--- config.mk ---
export PLATFORM = sky130hd
export DESIGN_NAME = param_updown_counter
export DESIGN_NICKNAME = d
export VERILOG_FILES = /design/src/rtl/param_updown_counter.sv
export SDC_FILE = /design/constraint.sdc
export NUM_CORES = 1
export LEC_CHECK = 0
export CAP_MARGIN = 30
export CORE_AREA = 2 2 39 41
export CTS_CLUSTER_DIAMETER = 50
export DETAILED_ROUTE_END_ITERATION = 7
export DIE_AREA = 0 0 41 43
export PLACE_DENSITY_LB_ADDON = 0.05
export SKIP_LAST_GASP = 1
export SYNTH_ARGS = -nofsm -noshare
export SYNTH_HDL_FRONTEND = slang
export SYNTH_SLANG_ARGS = --single-unit
--- constraint.sdc ---
create_clock -name clk -period 1.4 [get_ports clk]
set_clock_uncertainty 0.2 [all_clocks]
set_input_delay 0.21 -clock clk [delete_from_list [all_inputs] [get_ports clk]]
set_output_delay 0.21 -clock clk [all_outputs]
set_load 0.03 [all_outputs]
--- src/rtl/param_updown_counter.sv ---
// -----------------------------------------------------------------------------
// param_updown_counter
//
// General-purpose event/timebase counter. It generalises the plain 4-bit up
// counter in width, terminal value, direction, wrap/saturate behaviour and
// step rate. It also provides synchronous load and clear, a one-cycle boundary
// pulse and a sticky boundary flag. With default parameters and up_down held
// at 1, it behaves cycle-for-cycle like the 4-bit up counter.
//
// Parameters:
//   WIDTH     count width in bits (1..32)
//   MAX_VAL   terminal (highest) count value, 1..2**WIDTH-1
//   SATURATE  0 = wrap at the boundaries, 1 = hold at the boundaries
//   STEP_DIV  enabled cycles per count step (1..256)
//
// Ports:
//   clk         clock; all state updates on the rising edge
//   reset       synchronous, active-high reset
//   enable      count enable (also advances the prescaler)
//   up_down     1 = count up, 0 = count down; sampled at the step edge
//   clear       synchronous clear of count and prescaler
//   load        synchronous load of load_value, clamped to MAX_VAL
//   load_value  value to load
//   ovf_clr     clears sticky_ovf
//   count       current count (registered)
//   ovf         one-cycle pulse after a boundary event (registered)
//   sticky_ovf  latched boundary event flag (registered)
// -----------------------------------------------------------------------------
module param_updown_counter #(
  parameter int unsigned      WIDTH    = 4,
  parameter logic [WIDTH-1:0] MAX_VAL  = {WIDTH{1'b1}},
  parameter bit               SATURATE = 1'b0,
  parameter int unsigned      STEP_DIV = 1
) (
  input  logic             clk,
  input  logic             reset,
  input  logic             enable,
  input  logic             up_down,
  input  logic             clear,
  input  logic             load,
  input  logic [WIDTH-1:0] load_value,
  input  logic             ovf_clr,
  output logic [WIDTH-1:0] count,
  output logic             ovf,
  output logic             sticky_ovf
);

  logic [WIDTH-1:0] count_r;
  logic             ovf_r;
  logic             sticky_r;

  logic             presc_hit_s;
  logic             step_s;
  logic             boundary_s;
  logic [WIDTH-1:0] count_nxt_s;
  logic [WIDTH-1:0] load_clamped_s;

  // Prescaler. A step fires on the enabled edge where the prescaler holds
  // STEP_DIV-1. With STEP_DIV=1 every enabled cycle is a step, so no
  // prescaler register is built.
  generate
    if (STEP_DIV > 1) begin : g_presc
      localparam int unsigned PW = $clog2(STEP_DIV);
      logic [PW-1:0] presc_r;

      assign presc_hit_s = (presc_r == PW'(STEP_DIV - 1));

      // Prescale counter: reset, clear and load discard partial progress;
      // enable=0 freezes it.
      always_ff @(posedge clk) begin
        if (reset || clear || load) begin
          presc_r <= '0;
        end else if (enable) begin
          if (presc_hit_s) begin
            presc_r <= '0;
          end else begin
            presc_r <= presc_r + PW'(1'b1);
          end
        end else begin
          presc_r <= presc_r;
        end
      end
    end else begin : g_no_presc
      assign presc_hit_s = 1'b1;
    end
  endgenerate

  // A step happens only when no higher-priority action (clear or load) owns
  // this edge.
  assign step_s = enable & ~clear & ~load & presc_hit_s;

  // Clamp out-of-range load values to the terminal value. Do not truncate them.
  assign load_clamped_s = (load_value > MAX_VAL) ? MAX_VAL : load_value;

  // Next-count and boundary detection. Compare against MAX_VAL and 0
  // explicitly. Never rely on natural WIDTH-bit rollover.
  always_comb begin
    count_nxt_s = count_r;
    boundary_s  = 1'b0;
    if (step_s) begin
      if (up_down) begin
        if (count_r == MAX_VAL) begin
          boundary_s  = 1'b1;
          count_nxt_s = SATURATE ? count_r : '0;
        end else begin
          count_nxt_s = count_r + WIDTH'(1'b1);
        end
      end else begin
        if (count_r == '0) begin
          boundary_s  = 1'b1;
          count_nxt_s = SATURATE ? count_r : MAX_VAL;
        end else begin
          count_nxt_s = count_r - WIDTH'(1'b1);
        end
      end
    end else begin
      count_nxt_s = count_r;
      boundary_s  = 1'b0;
    end
  end

  // Count and boundary pulse, with priority reset > clear > load > counting.
  always_ff @(posedge clk) begin
    if (reset) begin
      count_r <= '0;
      ovf_r   <= 1'b0;
    end else if (clear) begin
      count_r <= '0;
      ovf_r   <= 1'b0;
    end else if (load) begin
      count_r <= load_clamped_s;
      ovf_r   <= 1'b0;
    end else begin
      count_r <= count_nxt_s;
      ovf_r   <= boundary_s;
    end
  end

  // Sticky boundary flag. It is set on any boundary event, and set wins over
  // ovf_clr. Clear and load leave it untouched.
  always_ff @(posedge clk) begin
    if (reset) begin
      sticky_r <= 1'b0;
    end else begin
      sticky_r <= boundary_s | (sticky_r & ~ovf_clr);
    end
  end

  assign count      = count_r;
  assign ovf        = ovf_r;
  assign sticky_ovf = sticky_r;

endmodule

==> metrics.cfg <==
[synth]
synth_async_sr_flop_share = 0
syn_inst = 48
syn_area_per_cell_sq_um = 8.26
synth_edf_count = 0
syn_area_sq_um = 397
syn_nets = 61
synth-seq-cells = 6
synth_top_area_cell = dfxtp_1
ys_types = 23
yosys-top-cells-count = 7 x a21oi_1, 6 x dfxtp_1, 5 x nor2_1
synth_top_area_share = 0.303
synthTopCellsByArea = dfxtp_1 30%, a21oi_1 8.8%, ha_1 6.3%
yosysWarnings = 0
seq_area_frac_synth = 0.303
synth_ff_type = dfxtp_1
yosysMostFrequentCell = a21oi_1

[timing]
fin_crit_ps = 1480
fin_ws_ps = -77.2
worst_pin_slew_ps = 299
slew_headroom = 0.802
fmax_mhz = 677
rsz0062_at_grt = true
hold_viol_final = 0
drv_slew = 0
finalSetupViolCount = 2
post-route-period-util = 1.06
setup_tns_ps = -117
timing.hold.ws_ps = 280

[min_path]
min_path_cells = 2
min_from = sticky_ovf$_SDFF_PP0_
hp-class = register to register
hold_end = sticky_ovf$_SDFF_PP0_

[critical_path]
startpoint_type = register
crit_type = register to register
critPathSlowestCell = dfxtp_4
reg2reg_from = count[1]$_SDFFE_PP0P_
crit_path_max_incr_delay_ps = 350
crit_fanout = 4
end_kind = register
cp_cell_sequence = inv_2, ha_4, o21bai_4, a21oi_2, o311a_1, nor4_2
worst-r2r-setup-slack_ps = -80
worstPathRequired_ps = 1360
r2r_end = count[3]$_SDFFE_PP0P_
arrival_ps = 1440
reg2reg_depth = 6

[place]
dp_hpwl_um = 840
dp_cells = 91
io_buffers = 16
gp_routability_congestion = 0.742

[cts]
post_cts_buffers = 0
numCtsBuffers = 3
h-tree-depth = 1
clkTransAtPathRegs_ps = 40
cts_tree = built
clock-sinks = 6
clockRootBuffer = clkbuf_4
clk_latency_ps = 240
cts_buffer_depth = 2
hold_buffers = 0

[grt]
antenna_found_initial = 0
first_global_vias = 404
grt.overflow.total = 0
gr-usage-all-layers = 0.142
grt_max_degree = 7
grt_pass1_wl_mm = 1.63

[floorplanning]
initial_utilization = 0.287
io_pins = 17
die_y_um = 43
dieWidth_um = 41
fp.coreArea_sq_um = 1380
rows = 14
die-area_sq_um = 1760

[drt]
avgRoutedWirePerCell_um = 10.9
firstDrtPassIters = 4
wl_mm = 1.02
drtIter0Drc = 2
drtAntennaViolNets = 0
drc = 0
vias_per_cell = 4.82
vias = 453

[layout]
stdcell_count = 94
syn2layout_area_growth_pct = 83.9
layout-drive-gt1-share = 0.462
nNetsFinal = 93
antennaDiodeCount = 0

[power]
ir_drop_v = 0.000367
p_leak_nw = 0.309
power.density_nw_per_um2 = 675
totalPowerFinal_w = 0.000492

[outcome]
violations = negative setup slack
outcome = complete, but fails checks

[flow_run]
maxCapViolCount = 0

[timing repair]
item,4_1_cts,5_1_grt
gates cloned,0,0
pin swaps,1,3
endpoints found under the setup margin,3,7
gates resized for setup,2,9
[how the worst max path moves through the flow]
stage | from | end | slack (ps) | cells after the start
floorplan | count[1]$_SDFFE_PP0P_ | count[3]$_SDFFE_PP0P_ | -90 | 6
global placement | up_down | count[0]$_SDFFE_PP0P_ | -210 | 5
detailed placement | up_down | count[0]$_SDFFE_PP0P_ | -280 | 5
CTS | count[1]$_SDFFE_PP0P_ | count[3]$_SDFFE_PP0P_ | -70 | 6
global route | count[1]$_SDFFE_PP0P_ | count[3]$_SDFFE_PP0P_ | -150 | 6
finish | count[1]$_SDFFE_PP0P_ | count[3]$_SDFFE_PP0P_ | -80 | 6
[stage by stage]
step                setup WS (ps)   util  cell area [sq um]
detailed placement           -279  0.482                667
CTS                         -67.7  0.499                691
global placement             -209  0.482                667
floorplan                   -91.2      -                417
finish                      -77.2  0.527                729
global route                 -151  0.527                729
[critical path, delay by kind of cell, from the launching register on]
family | cells | cell delay (ps)
flip-flops | 1 | 350
buffers and inverters | 1 | 60
AND/OR/NAND/NOR | 1 | 120
AO/OA/AOI/OAI | 3 | 510
adder cells (fa/ha/maj) | 1 | 150
[cells by family (layout without fill, tap and decap cells)]
logic type | after synthesis | in the layout | synth area share
buffers and inverters | 4 | 34 | 0.0378
adder cells (fa/ha/maj) | 2 | 2 | 0.0631
flip-flops | 6 | 6 | 0.303
XOR/XNOR | 2 | 2 | 0.0442
AO/OA/AOI/OAI | 16 | 16 | 0.278
AND/OR/NAND/NOR | 18 | 18 | 0.274
[routing by layer]
layer	up-vias	track usage	routed length, um
li1	240	-	-
met1	201	0.184	468
met2	8	0.188	477
met3	4	0.0785	50
met5	-	0	0
met4	0	0.0600	24
[placed cells by master, fill, tap and decap left out, types with 2 or more instances in the layout]
master / netlist / final
buf_4: 0 / 16
clkdlybuf4s50_1: 0 / 10
nor2_1: 5 / 5
a21oi_1: 7 / 5
nand2_1: 4 / 3
clkbuf_4: 0 / 3
dfxtp_1: 6 / 3
inv_1: 4 / 2
nand2b_4: 1 / 2
a21oi_2: 0 / 2
dfxtp_4: 0 / 2
[sequential cells by signal, summed over array words and instances (netlist names)]
name        cells
count           4
sticky_ovf      1
ovf             1
[power breakdown]
part | switching (W) | internal (W)
Sequential | 0.00000788 | 0.000176
Clock | 0.0000624 | 0.0000969
Combinational | 0.0000654 | 0.0000837
Total | 0.000136 | 0.000357
[area by class of cell]
| cell class | instances | area [sq um] |
|---|---|---|
| Clock buffer | 3 | 22.5 |
| Fill cell | 135 | 654 |
| Sequential cell | 6 | 129 |
| Timing Repair Buffer | 27 | 229 |
| Tap cell | 16 | 20.0 |
| Inverter | 4 | 17.5 |
| Multi-Input combinational cell | 38 | 312 |
No activity file was read; power rests on OpenSTA's default activity.
